### src/rtl/comp_arbiter_if.sv
// Bundle between the two compare requesters, the shared comparator
// and the arbiter that sits in the middle.
interface comp_arbiter_if #(
    parameter int WIDTH = 32,
    parameter int OPW   = 3
);
    logic             req0_valid;
    logic [WIDTH-1:0] req0_a;
    logic [WIDTH-1:0] req0_b;
    logic [OPW-1:0]   req0_op;
    logic             req0_ready;
    logic             req0_done;
    logic             req0_result;

    logic             req1_valid;
    logic [WIDTH-1:0] req1_a;
    logic [WIDTH-1:0] req1_b;
    logic [OPW-1:0]   req1_op;
    logic             req1_ready;
    logic             req1_done;
    logic             req1_result;

    logic [WIDTH-1:0] comp_a;
    logic [WIDTH-1:0] comp_b;
    logic [OPW-1:0]   comp_op;
    logic             comp_compout;

    logic             busy;

    modport slave (
        input  req0_valid, req0_a, req0_b, req0_op,
        output req0_ready, req0_done, req0_result,
        input  req1_valid, req1_a, req1_b, req1_op,
        output req1_ready, req1_done, req1_result,
        output comp_a, comp_b, comp_op,
        input  comp_compout,
        output busy
    );

    modport master (
        output req0_valid, req0_a, req0_b, req0_op,
        input  req0_ready, req0_done, req0_result,
        output req1_valid, req1_a, req1_b, req1_op,
        input  req1_ready, req1_done, req1_result,
        input  comp_a, comp_b, comp_op,
        output comp_compout,
        input  busy
    );
endinterface

### src/rtl/comp_arbiter.sv
// Round-robin arbiter sharing one comparator between the branch
// unit (req0) and the set-on-compare path (req1).
module comp_arbiter #(
    parameter int WIDTH = 32,
    parameter int OPW   = 3
) (
    input logic           clock,
    input logic           reset,
    comp_arbiter_if.slave bus
);

    typedef enum logic [1:0] {
        IDLE = 2'd0,
        EVAL = 2'd1,
        DONE = 2'd2
    } state_t;

    state_t           state_q, state_d;
    logic             last_grant_q, last_grant_d;
    logic             owner_q, owner_d;
    logic [WIDTH-1:0] comp_a_q, comp_a_d;
    logic [WIDTH-1:0] comp_b_q, comp_b_d;
    logic [OPW-1:0]   comp_op_q, comp_op_d;
    logic             res0_q, res0_d;
    logic             res1_q, res1_d;
    logic             done0_q, done0_d;
    logic             done1_q, done1_d;

    logic             grant0;
    logic             grant1;
    logic             idle;
    logic             sample;

    // Grant selection and next-state / datapath computation.
    always_comb begin
        state_d      = state_q;
        last_grant_d = last_grant_q;
        owner_d      = owner_q;
        comp_a_d     = comp_a_q;
        comp_b_d     = comp_b_q;
        comp_op_d    = comp_op_q;
        res0_d       = res0_q;
        res1_d       = res1_q;
        done0_d      = 1'b0;
        done1_d      = 1'b0;

        idle   = (state_q == IDLE) && !reset;
        grant0 = bus.req0_valid && (!bus.req1_valid || last_grant_q);
        grant1 = bus.req1_valid && (!bus.req0_valid || !last_grant_q);
        // Unused opcodes 110/111 never report true.
        sample = (comp_op_q > OPW'(5)) ? 1'b0 : bus.comp_compout;

        unique case (state_q)
            IDLE: begin
                if (grant0) begin
                    comp_a_d  = bus.req0_a;
                    comp_b_d  = bus.req0_b;
                    comp_op_d = bus.req0_op;
                    owner_d   = 1'b0;
                    state_d   = EVAL;
                end else if (grant1) begin
                    comp_a_d  = bus.req1_a;
                    comp_b_d  = bus.req1_b;
                    comp_op_d = bus.req1_op;
                    owner_d   = 1'b1;
                    state_d   = EVAL;
                end
            end
            EVAL: begin
                if (owner_q) begin
                    res1_d  = sample;
                    done1_d = 1'b1;
                end else begin
                    res0_d  = sample;
                    done0_d = 1'b1;
                end
                last_grant_d = owner_q;
                state_d      = DONE;
            end
            DONE: begin
                state_d = IDLE;
            end
            default: begin
                state_d = IDLE;
            end
        endcase
    end

    // State and output registers; reset aborts any operation in flight.
    always_ff @(posedge clock) begin
        if (reset) begin
            state_q      <= IDLE;
            last_grant_q <= 1'b1;
            owner_q      <= 1'b0;
            comp_a_q     <= '0;
            comp_b_q     <= '0;
            comp_op_q    <= '0;
            res0_q       <= 1'b0;
            res1_q       <= 1'b0;
            done0_q      <= 1'b0;
            done1_q      <= 1'b0;
        end else begin
            state_q      <= state_d;
            last_grant_q <= last_grant_d;
            owner_q      <= owner_d;
            comp_a_q     <= comp_a_d;
            comp_b_q     <= comp_b_d;
            comp_op_q    <= comp_op_d;
            res0_q       <= res0_d;
            res1_q       <= res1_d;
            done0_q      <= done0_d;
            done1_q      <= done1_d;
        end
    end

    assign bus.req0_ready  = grant0 && idle;
    assign bus.req1_ready  = grant1 && idle;
    assign bus.req0_done   = done0_q;
    assign bus.req1_done   = done1_q;
    assign bus.req0_result = res0_q;
    assign bus.req1_result = res1_q;
    assign bus.comp_a      = comp_a_q;
    assign bus.comp_b      = comp_b_q;
    assign bus.comp_op     = comp_op_q;
    assign bus.busy        = (state_q != IDLE);

endmodule

### src/flat_wrapper.sv
// flat-port wrapper written by rule: the top's interface ports become plain ports
module comp_arbiter_flat 
#(
    parameter int WIDTH = 32,
    parameter int OPW   = 3
)
  (clock, reset, bus_req0_valid, bus_req0_a, bus_req0_b, bus_req0_op, bus_req0_ready, bus_req0_done, bus_req0_result, bus_req1_valid, bus_req1_a, bus_req1_b, bus_req1_op, bus_req1_ready, bus_req1_done, bus_req1_result, bus_comp_a, bus_comp_b, bus_comp_op, bus_comp_compout, bus_busy);
  comp_arbiter_if #(.WIDTH(WIDTH), .OPW(OPW)) bus_i ();
  input logic clock;
  input logic reset;
  input wire logic [$bits(bus_i.req0_valid)-1:0] bus_req0_valid;
  input wire logic [$bits(bus_i.req0_a)-1:0] bus_req0_a;
  input wire logic [$bits(bus_i.req0_b)-1:0] bus_req0_b;
  input wire logic [$bits(bus_i.req0_op)-1:0] bus_req0_op;
  output wire logic [$bits(bus_i.req0_ready)-1:0] bus_req0_ready;
  output wire logic [$bits(bus_i.req0_done)-1:0] bus_req0_done;
  output wire logic [$bits(bus_i.req0_result)-1:0] bus_req0_result;
  input wire logic [$bits(bus_i.req1_valid)-1:0] bus_req1_valid;
  input wire logic [$bits(bus_i.req1_a)-1:0] bus_req1_a;
  input wire logic [$bits(bus_i.req1_b)-1:0] bus_req1_b;
  input wire logic [$bits(bus_i.req1_op)-1:0] bus_req1_op;
  output wire logic [$bits(bus_i.req1_ready)-1:0] bus_req1_ready;
  output wire logic [$bits(bus_i.req1_done)-1:0] bus_req1_done;
  output wire logic [$bits(bus_i.req1_result)-1:0] bus_req1_result;
  output wire logic [$bits(bus_i.comp_a)-1:0] bus_comp_a;
  output wire logic [$bits(bus_i.comp_b)-1:0] bus_comp_b;
  output wire logic [$bits(bus_i.comp_op)-1:0] bus_comp_op;
  input wire logic [$bits(bus_i.comp_compout)-1:0] bus_comp_compout;
  output wire logic [$bits(bus_i.busy)-1:0] bus_busy;
  assign bus_i.req0_valid = bus_req0_valid;
  assign bus_i.req0_a = bus_req0_a;
  assign bus_i.req0_b = bus_req0_b;
  assign bus_i.req0_op = bus_req0_op;
  assign bus_req0_ready = bus_i.req0_ready;
  assign bus_req0_done = bus_i.req0_done;
  assign bus_req0_result = bus_i.req0_result;
  assign bus_i.req1_valid = bus_req1_valid;
  assign bus_i.req1_a = bus_req1_a;
  assign bus_i.req1_b = bus_req1_b;
  assign bus_i.req1_op = bus_req1_op;
  assign bus_req1_ready = bus_i.req1_ready;
  assign bus_req1_done = bus_i.req1_done;
  assign bus_req1_result = bus_i.req1_result;
  assign bus_comp_a = bus_i.comp_a;
  assign bus_comp_b = bus_i.comp_b;
  assign bus_comp_op = bus_i.comp_op;
  assign bus_i.comp_compout = bus_comp_compout;
  assign bus_busy = bus_i.busy;
  comp_arbiter #(.WIDTH(WIDTH), .OPW(OPW)) u_core (.clock(clock), .reset(reset), .bus(bus_i));
endmodule
### config.mk
export PLATFORM = sky130hd
export DESIGN_NAME = comp_arbiter_flat
export DESIGN_NICKNAME = d
export VERILOG_FILES = /design/src/rtl/comp_arbiter_if.sv /design/src/rtl/comp_arbiter.sv /design/src/flat_wrapper.sv
export SDC_FILE = /design/constraint.sdc
export NUM_CORES = 1
export LEC_CHECK = 0
export BUFFER_PORTS_ARGS = -buffer_cell sky130_fd_sc_hd__buf_2
export CORE_MARGIN = 4
export CORE_UTILIZATION = 45
export CTS_BUF_LIST = sky130_fd_sc_hd__clkbuf_16
export CTS_CLUSTER_DIAMETER = 120
export DETAILED_ROUTE_END_ITERATION = 12
export GPL_ROUTABILITY_DRIVEN = 0
export GPL_TIMING_DRIVEN = 0
export HOLD_SLACK_MARGIN = 0.08
export PLACE_DENSITY = 0.82
export SYNTH_ARGS = -nofsm -noshare
export SYNTH_HDL_FRONTEND = slang
export SYNTH_SLANG_ARGS = --single-unit
### constraint.sdc
create_clock -name clock -period 1.85 [get_ports clock]
set_input_delay 0 -clock clock [delete_from_list [all_inputs] [get_ports clock]]
set_output_delay 0 -clock clock [all_outputs]
set_load 0.02 [all_outputs]
* After elaboration in Yosys (flattened, before gate mapping) *
Index checks and enable logic that the tools add are counted.

word-level totals
  flip-flop bits (word level) = 75
  latch bits = 0
  memory bits (writable) = 0
  bits in read-only memories = 0
  bits of input ports = 139
  output and inout bits = 74
  word-level logic and storage cells = 47
  memories = 0

cells by class
  $add $sub $neg = 0
  multiply operators = 0
  div/mod/pow operators = 0
  magnitude comparators = 1
  eq/ne operators = 2
  shift-type cells = 0
  muxes and demuxes = 14
  bitwise logic cells = 2
  reduce and logical (&&, ||, !) cells = 18

operators with widths
  kind                                                  count
  two-way mux 32 bit                                    4
  two-way mux 3 bit                                     2
  AND reduction 2 bit                                   3
  logical AND 1 bit                                     5
  two-way mux 1 bit                                     5
  zero test 1 bit                                       4
  two-way mux 2 bit                                     2
  case mux 2 bit (2 select lines)                       1
  nonzero test 2 bit                                    2
  greater-than comparator 3 bit, second input constant  1
  != test 3 x 1 -> 1 bit, second input constant         1
  == test 2 x 1 -> 1 bit, second input constant         1
  zero test 2 bit                                       1
  logical OR 1 bit                                      2
  inverter 1 bit                                        2
  OR reduction 2 bit                                    1

* Longest topological paths before layout *
Gate-level depths: netlist of the first run.

  depth in word-level cells = 6
  depth in mapped cells = 7
  depth with buffers taken out = 4

* Least setup slack after synthesis of the first run *
OpenSTA, ideal clock, no wires.

  path kind = register to output
  start = reg u_core.state_q[1]
  end = out bus_req1_ready
  arrival time = 1.628 ns
  data required time = 1.850 ns
  path slack = 0.222 ns
  cell stages (with the launch flop) = 4
  path buffers = 0
  cell sequence = dfxtp_1 nor2_4 inv_2 a2111oi_0

between the ends
  cells in the longest elaborated chain, start to end = 3

RTL lines
  item                      RTL line             RTL
  start: declaration        comp_arbiter.sv:18   state_t state_q, state_d;
  start signal: assignment  comp_arbiter.sv:103  state_q <= state_d;
  zero test 2 bit           comp_arbiter.sv:47   idle = (state_q == IDLE) && !reset;
  logical AND 1 bit         comp_arbiter.sv:47
  logical AND 1 bit         comp_arbiter.sv:117  assign bus.req1_ready = grant1 && idle;
  end: declaration          flat_wrapper.sv:22   output wire logic [$bits(bus_i.req1_ready)-1:0] bus_req1_ready;

Every way passes these cells.

* Worst setup path after layout of the first run *
  start = reg u_core.state_q[1]
  end = reg u_core.comp_a_q[11], in the netlist u_core.bus.comp_a[11]

between the ends
  cells in the longest elaborated chain, start to end = 2

RTL lines
  item                                  RTL line             RTL
  zero test 2 bit                       comp_arbiter.sv:53   unique case (state_q)
  AND reduction 2 bit (no source line)  --
  end signal: assignment                comp_arbiter.sv:106  comp_a_q <= comp_a_d;
  end: declaration                      comp_arbiter.sv:21   logic [WIDTH-1:0] comp_a_q, comp_a_d;

Every way passes these cells.
A chain may end at the register's enable or synchronous reset.

==> results of run 1 <==
==> critical path, stage by stage, from the launching register on <==
cell and delay, ns:
dfxtp_1 0.34, nor2_4 0.24, inv_2 0.13, nor2_4 0.20, buf_4 0.22, clkbuf_4 0.27, a311oi_2 0.14
==> synth_stat cells, drive strengths merged <==
master and number:
dfxtp 75, a21oi 70, a311oi 68, o21ai 68, nand3 67, buf 34, clkbuf 26, nor2 5
inv 3, nand2b 2, nor3 2, a2111oi 1, a21boi 1, and2 1, and2b 1, mux2i 1
nand2 1, nand3b 1, nor4 1, or2 1, or3b 1
==> final timing paths <==
| path | endpoint | slack (ns) | from | cells after the start |
|---|---|---|---|---|
| setup / recovery | u_core.bus.comp_a[11]$_SDFFE_PP0P_ | 0.15 | u_core.state_q[1]$_SDFFE_PP0P_ | 6 |
| hold / removal | u_core.bus.req1_result$_SDFFE_PP0P_ | 0.15 | bus_comp_compout | 4 |
| setup reg to reg | u_core.bus.comp_a[11]$_SDFFE_PP0P_ | 0.15 | u_core.state_q[1]$_SDFFE_PP0P_ | 6 |
| hold reg to reg | u_core.bus.req0_result$_SDFFE_PP0P_ | 0.49 | u_core.bus.req0_result$_SDFFE_PP0P_ | 2 |
==> through the flow <==
stage               std cells  cell area [µm²]
finish                    898             6760
floorplan                 430             3850
detailed placement        745             5030
global route              897             6750
CTS                       897             6750
global placement          745             5030
==> final cells by class <==
type	count	area share, %
plain buffers	60	4.91
flip-flops and latches	75	22.2
multi-input cells	292	29.7
inverters	3	0.167
repair buffers	346	35.7
well taps	105	1.94
clock buffers	9	3.33
diodes	1	0.0370
clock inverters	7	1.94
==> power by group <==
| group | internal [W] | total (W) | switching [W] | leakage, nW |
|---|---|---|---|---|
| sequential | 0.00180 | 0.00193 | 0.000130 | 0.622 |
| clock | 0.00144 | 0.00212 | 0.000679 | 0.176 |
| combinational | 0.000732 | 0.00170 | 0.000972 | 2.11 |
==> state kept, by name, indices dropped and copies added, names as in the netlist, 2 cells and up <==
name / cells
u_core.bus.comp_op: 3
u_core.bus.comp_b: 32
u_core.bus.comp_a: 32
u_core.state_q: 2
==> cell families after synthesis <==
group                  after synthesis  synth area share [%]
AO/OA/AOI/OAI                      208                  40.5
buffers and inverters               63                  8.88
AND/OR/NAND/NOR                     83                  11.3
multiplexers                         1                 0.260
flip-flops                          75                  39.0
==> routing by layer <==
layer | global-route usage, % | vias to the layer above | part of all wire (%)
met2 | 61.2 | 476 | 48
li1 | - | 2379 | -
met3 | 8.17 | 104 | 10
met4 | 20.5 | 0 | 5.0
met1 | 42.4 | 2570 | 36
met5 | 0 | - | 0
==> repair_timing <==
action	4_1_cts	5_1_grt
hold endpoints to repair	68	0
gates resized for setup	0	2
endpoints found under the setup margin	0	28
hold buffers	136	0
==> layout by cell type (no fill, tap or decap), types with 7 or more instances in the layout <==
cell	Yosys	routed
a21oi_2	20	20
buf_4	7	7
buf_2	17	227
a21oi_1	50	50
o21ai_0	65	65
nand3_1	67	67
dfxtp_1	75	75
clkbuf_1	24	24
clkbuf_16	0	9
a311oi_1	39	39
dlygate4sd3_1	0	136
a311oi_2	29	29
==> flow_summary.yaml, run 1 <==
status:
  outcome: "complete, no violations"
sta:
  period_minus_slack_ns: 1.70
  slew_viol_final: 0
  whs_ns: 0.153
  fin_skew_ns: 0.00552
  relSlewSlack_pct: 50.3
  tightest_slew_ns: 0.746
  grt_setup_unrepaired: "false"
  fmax_mhz: 588
  setup_tns_ns: 0
  period_share_pct: 91.9
  final-setup-viol-count: 0
  fin_ws_ns: 0.149
  timing_hold_violations_final: 0
synth:
  avgSynthCellArea_um2: 8.95
  yosysSeqAreaShare_pct: 39.0
  ys_ff_latch: 75
  ys_warn_count: 0
  syn-num-nets: 569
  synth.top_cells.by_area: "dfxtp_1 39%, a311oi_2 11%, a311oi_1 8.9%, nand3_1 8.7%, o21ai_0 8.5%"
  yosys.area.top_type_share_pct: 39.0
  synth_top_area_cell: "dfxtp_1"
  ys_types: 33
  syn_inst: 430
  synth_area_mm2: 0.00385
worst_setup_path:
  crit_type: "register to register"
  crit_required_ns: 2.02
  cp.arrival_ns: 1.87
  crit_fanout: 10
  crit_path_end_kind: "register"
  startpoint_type: "register"
clock_network:
  cts_tree: "built"
  clk-insertion-delay-late_ns: 0.33
  numCtsBuffers: 9
  cts_setup_buffers: 0
  clkSinkCount: 75
  cts_max_path_buffers: 2
  cts_root_buf: "clkbuf_16"
  htree_levels: 3
  cts.clk_slew.worst_paths_ns: 0.06
routing:
  drtIter0Drc: 416
  routed_via_density: 6.16
  avgRoutedWirePerCell_um: 20.8
  drt-total-wl_um: 18700
  drc: 0
  vias: 5529
  ant_nets: 0
  drtPass1Iterations: 6
global_route:
  grt_pass1_wl_um: 29200
  grt_overflow: 0
  grt_usage_pct: 36.3
  grt_max_degree: 13
  antenna_found_initial: 0
  grt_pass1_vias: 5762
final_layout:
  multi_input_area_mm2: 0.00201
  fin_nets: 926
  fin_util_pct: 81.8
  syn2layout_area_growth_pct: 75.6
  register_area_mm2: 0.00150
  layout-drive-gt1-share_pct: 39.3
  fill_cells: 471
place:
  pre_cts_slack_ns: 0.0888
  hpwl_um: 10400
  port_buffers: 210
die:
  core_mm2: 0.00826
  fp-row-count: 33
  pin_count: 213
  dieWidth_um: 100
  die_h_um: 100
  fp.dieArea_mm2: 0.0101
  initial_core_util_pct: 46.6
pwr:
  vdd_drop_max_mv: 0.440
  cellPowerDensity_mw_per_mm2: 852
  p_total_w: 0.00576
  leakagePower_nw: 2.91
flow_run:
  cap_violations: 0
hold_path:
  hp-class: "input port to register"
(Power assumes the default switching activity.)
==> run 2: changes to the inputs <==
--- a/config.mk
+++ b/config.mk
@@ -5,6 +5,7 @@
 export SDC_FILE = /design/constraint.sdc
 export NUM_CORES = 1
 export LEC_CHECK = 0
+export ABC_CLOCK_PERIOD_IN_PS = 1850
 export BUFFER_PORTS_ARGS = -buffer_cell sky130_fd_sc_hd__buf_2
 export CORE_MARGIN = 4
 export CORE_UTILIZATION = 45
@@ -15,6 +16,7 @@
 export GPL_TIMING_DRIVEN = 0
 export HOLD_SLACK_MARGIN = 0.08
 export PLACE_DENSITY = 0.82
+export SLEW_MARGIN = 15
 export SYNTH_ARGS = -nofsm -noshare
 export SYNTH_HDL_FRONTEND = slang
 export SYNTH_SLANG_ARGS = --single-unit
==> constraint.sdc (replaced) <==
create_clock -name clock -period 1.85 [get_ports clock]
set_input_delay 0.185 -clock clock [delete_from_list [all_inputs] [get_ports clock]]
set_output_delay 0.185 -clock clock [all_outputs]
set_load 0.02 [all_outputs]
==> flow_summary.yaml, run 2 (synthesis gave the netlist of run 1 again) <==
clock_network:
  cts_root_buf: "clkbuf_16"
  htree_levels: 3
  holdBufCountCts: 0
  clkSinkCount: 75
  clk-insertion-delay-late_ns: 0.33
  cts.clk_slew.worst_paths_ns: 0.06
  numCtsBuffers: 9
  cts_max_path_buffers: 2
  cts_tree: "built"
pwr:
  p_total_w: 0.00545
  leakagePower_nw: 2.35
  vdd_drop_max_mv: 0.422
  cellPowerDensity_mw_per_mm2: 1010
routing:
  vias: 4520
  ant_nets: 0
  drt-total-wl_um: 14000
  drtIter0Drc: 197
  drtPass1Iterations: 5
  routed_via_density: 5.92
  avgRoutedWirePerCell_um: 18.3
  drc: 0
die:
  pin_count: 213
  fp-row-count: 33
  core_mm2: 0.00826
  initial_core_util_pct: 46.6
  fp.dieArea_mm2: 0.0101
  dieWidth_um: 100
  die_h_um: 100
sta:
  slew_viol_final: 0
  setup_tns_ns: 0
  period_minus_slack_ns: 1.76
  fin_skew_ns: 0.00646
  tightest_slew_ns: 0.730
  fmax_mhz: 567
  relSlewSlack_pct: 51.3
  final-setup-viol-count: 0
  period_share_pct: 95.3
  timing_hold_violations_final: 0
  grt_setup_unrepaired: "false"
place:
  dp_cells: 745
  port_buffers: 210
  hpwl_um: 10400
hold_path:
  hp-class: "input port to register"
  hold_path_depth: 3
global_route:
  antenna_found_initial: 0
  grt_max_degree: 13
  grt_usage_pct: 26.8
  grt_overflow: 0
  grt_pass1_vias: 4616
  grt_pass1_wl_um: 21900
worst_setup_path:
  ff2ff_path_depth: 5
  crit_path_end_kind: "output port"
  crit_required_ns: 1.66
  crit_type: "register to output port"
  startpoint_type: "register"
  cp.arrival_ns: 1.58
  crit_fanout: 10
final_layout:
  syn2layout_area_growth_pct: 40.7
  layout-drive-gt1-share_pct: 47.6
  mostFrequentLayoutCells: "227 x buf_2, 75 x dfxtp_1, 67 x nand3_1"
  finalNonFillerCells: 763
  fin_nets: 792
  final_common_cell: "buf_2"
  antennaDiodeCount: 0
flow_run:
  cap_violations: 0
status:
  outcome: "complete, no violations"
-- run 2: cell types whose count changed in the layout (fill, tap and decap cells not counted) --
| cell | change |
|---|---|
| nor4_2 | +1 |
| diode_2 | -1 |
| buf_1 | +1 |
| clkbuf_2 | -1 |
| buf_4 | +2 |
| dlygate4sd3_1 | -136 |
| nor4_1 | -1 |
-- run 2: cell type report --
class	count	area [µm²]
inverter	3	11.3
clock buffer	9	225
sequential	75	1500
fill	720	2850
clock inverter	7	131
timing repair buffer	212	1070
tap	105	131
multi-input combinational	292	2020
buffer	60	330
-- run 2: critical path, cell delays in order, from the launching register on --
cell and delay [ns]:
dfxtp_1 0.33, and2b_4 0.31, clkbuf_1 0.35, nor4_2 0.07, buf_2 0.19
-- run 2: power breakdown --
part	switching (W)	internal (W)
sequential	0.000113	0.00180
combinational	0.000860	0.000550
clock	0.000681	0.00144
total	0.00165	0.00379
-- run 2: what timing repair did --
action / 4_1_cts / 5_1_grt
setup endpoints to repair: 0 / 20
setup buffers: 0 / 2
resized for setup: 0 / 2
-- run 2: stage by stage --
step / worst slack (ns) / hold WS [ns] / cell area (µm²) / utilization, %
floorplan: 0.0368 / 0.359 / 3850 / -
global placement: 0.103 / 0.461 / 5030 / 60.9
detailed placement: 0.0888 / 0.472 / 5030 / 60.9
CTS: 0.0793 / 0.126 / 5390 / 65.2
global route: 0.00234 / 0.140 / 5410 / 65.5
finish: 0.0871 / 0.127 / 5410 / 65.5
-- run 2: metal layers --
metal	wire (µm)	part of all wire, %	track usage [%]
met3	1310	9.4	4.78
met5	0	0	0
met1	5370	38	32.1
met4	322	2.3	11.1
met2	6970	50	47.0
-- run 2: final timing paths --
| check | startpoint | end | slack, ns |
|---|---|---|---|
| hold reg to reg | u_core.bus.req0_result$_SDFFE_PP0P_ | u_core.bus.req0_result$_SDFFE_PP0P_ | 0.48 |
| setup / recovery | u_core.last_grant_q$_SDFFE_PP1N_ | bus_req0_ready | 0.09 |
| hold / removal | bus_req0_a[25] | u_core.bus.comp_a[25]$_SDFFE_PP0P_ | 0.13 |
| setup reg to reg | u_core.state_q[0]$_SDFFE_PP0P_ | u_core.bus.comp_a[0]$_SDFFE_PP0P_ | 0.26 |
==> run 3: changes to the inputs <==
--- a/config.mk
+++ b/config.mk
@@ -14,8 +14,8 @@
 export DETAILED_ROUTE_END_ITERATION = 12
 export GPL_ROUTABILITY_DRIVEN = 0
 export GPL_TIMING_DRIVEN = 0
-export HOLD_SLACK_MARGIN = 0.08
 export PLACE_DENSITY = 0.82
+export REMOVE_ABC_BUFFERS = 1
 export SLEW_MARGIN = 15
 export SYNTH_ARGS = -nofsm -noshare
 export SYNTH_HDL_FRONTEND = slang
==> constraint.sdc (replaced) <==
create_clock -name clock -period 1.85 [get_ports clock]
set_input_delay 0.0925 -clock clock [delete_from_list [all_inputs] [get_ports clock]]
set_output_delay 0.0925 -clock clock [all_outputs]
set_load 0.02 [all_outputs]
==> flow_summary.yaml, run 3 (synthesis gave the netlist of run 1 again) <==
die:
  initial_core_util_pct: 46.6
  dieWidth_um: 100
  die_h_um: 100
  fp-row-count: 33
  fp.dieArea_mm2: 0.0101
  core_mm2: 0.00826
  pin_count: 213
global_route:
  antenna_found_initial: 0
  grt_usage_pct: 23.8
  grt_overflow: 0
  grt_max_degree: 73
  grt_pass1_wl_um: 19900
  grt_pass1_vias: 4069
pwr:
  cellPowerDensity_mw_per_mm2: 1000
  vdd_drop_max_mv: 0.487
  leakagePower_nw: 2.24
  p_total_w: 0.00522
worst_setup_path:
  crit_type: "register to register"
  crit_fanout: 68
  crit_path_end_kind: "register"
  worstPathCellList: "and2b_4, o21ai_0, a311oi_1"
  cp.arrival_ns: 1.97
  critPathSlowestCell: "and2b_4"
  crit_required_ns: 2.07
  startpoint_type: "register"
  critPathMaxStageDelay_ns: 0.71
clock_network:
  cts.clk_slew.worst_paths_ns: 0.06
  cts_tree: "built"
  clk-insertion-delay-late_ns: 0.32
  cts_root_buf: "clkbuf_16"
  htree_levels: 3
  cts_max_path_buffers: 2
  numCtsBuffers: 9
  clkSinkCount: 75
final_layout:
  antennaDiodeCount: 0
  syn2layout_area_growth_pct: 35.2
  fin_util_pct: 63.0
  layout-drive-gt1-share_pct: 48.1
  fin_nets: 739
  mostFrequentLayoutCells: "210 x buf_2, 75 x dfxtp_1, 67 x nand3_1"
  final_common_cell: "buf_2"
  fill_cells: 719
sta:
  period_minus_slack_ns: 1.75
  fmax_mhz: 572
  tightest_slew_ns: 0.766
  whs_ns: 0.0502
  timing_hold_violations_final: 0
  slew_viol_final: 0
  relSlewSlack_pct: 49.0
  fin_skew_ns: 0.00863
  final-setup-viol-count: 0
  grt_setup_unrepaired: "true"
  period_share_pct: 94.5
routing:
  drtPass1Iterations: 5
  routed_via_density: 6.01
  drtIter0Drc: 292
  vias: 4267
  ant_nets: 0
  drc: 0
  avgRoutedWirePerCell_um: 17.6
  drt-total-wl_um: 12500
hold_path:
  hp-class: "input port to register"
flow_run:
  cap_violations: 0
status:
  outcome: "complete, no violations"
place:
  port_buffers: 212
  hpwl_um: 8350
[run 3: changes by cell type in the layout (fill, tap and decap cells not counted), moves of 2 or more]
cell      delta
clkinv_2     +2
buf_1        -4
buf_2       -17
buf_4        -7
buf_6        -3
clkbuf_1    -24
buf_12       +6
buf_8        -2
[run 3: report_power, final]
part / switching (W) / leakage, nW / internal, W / total [W]
clock: 0.000639 / 0.168 / 0.00130 / 0.00194
sequential: 0.000106 / 0.622 / 0.00180 / 0.00191
combinational: 0.000832 / 1.45 / 0.000533 / 0.00136
total: 0.00158 / 2.24 / 0.00364 / 0.00522
[run 3: what timing repair did]
item / 4_1_cts / 5_1_grt
hold buffers: 0 / 0
setup buffers: 1 / 0
endpoints found under the setup margin: 56 / 2
gates resized for setup: 1 / 2
pin swaps: 1 / 0
cloned: 0 / 0
[run 3: final cells by class]
cell class	count	area (µm²)	area share, %
clock buffer	9	225	4.33
tap	105	131	2.53
clock inverter	7	108	2.07
timing repair buffer	219	1200	23.0
sequential	75	1500	28.9
multi-input combinational	292	2030	38.9
inverter	3	13.8	0.265
[run 3: metrics by stage]
stage,setup TNS [ns],setup slack [ns],std cells,instance area [µm²]
floorplan,-130.98,-1.95,370,3520
global placement,-210.56,-3.12,687,4710
detailed placement,-7.32,-0.172,693,4850
CTS,0,0.0414,710,5190
global route,-0.0141,-0.00952,710,5200
finish,0,0.102,710,5200
[run 3: routing by layer]
metal / GRT usage, % / part of all wire (%) / up-vias
li1: - / - / 2002
met1: 30.1 / 38 / 1990
met2: 40.6 / 50 / 245
met3: 4.98 / 10 / 30
met4: 7.46 / 2.0 / 0
met5: 0 / 0 / -
[run 3: worst max-delay path, delay by kind of cell (launching register included)]
family / cells / cell delay (ns)
flip-flops: 1 / 0.34
AO/OA/AOI/OAI: 2 / 0.53
AND/OR/NAND/NOR: 1 / 0.71
[run 3: path summary, 6_finish.rpt]
check / startpoint / to / slack (ns) / depth (start not counted)
setup / recovery: u_core.last_grant_q$_SDFFE_PP1N_ / u_core.bus.comp_b[2]$_SDFFE_PP0P_ / 0.10 / 3
setup reg to reg: u_core.last_grant_q$_SDFFE_PP1N_ / u_core.bus.comp_b[2]$_SDFFE_PP0P_ / 0.10 / 3
hold / removal: bus_req0_a[21] / u_core.bus.comp_a[21]$_SDFFE_PP0P_ / 0.05 / 3
hold reg to reg: u_core.bus.req0_result$_SDFFE_PP0P_ / u_core.bus.req0_result$_SDFFE_PP0P_ / 0.48 / 2
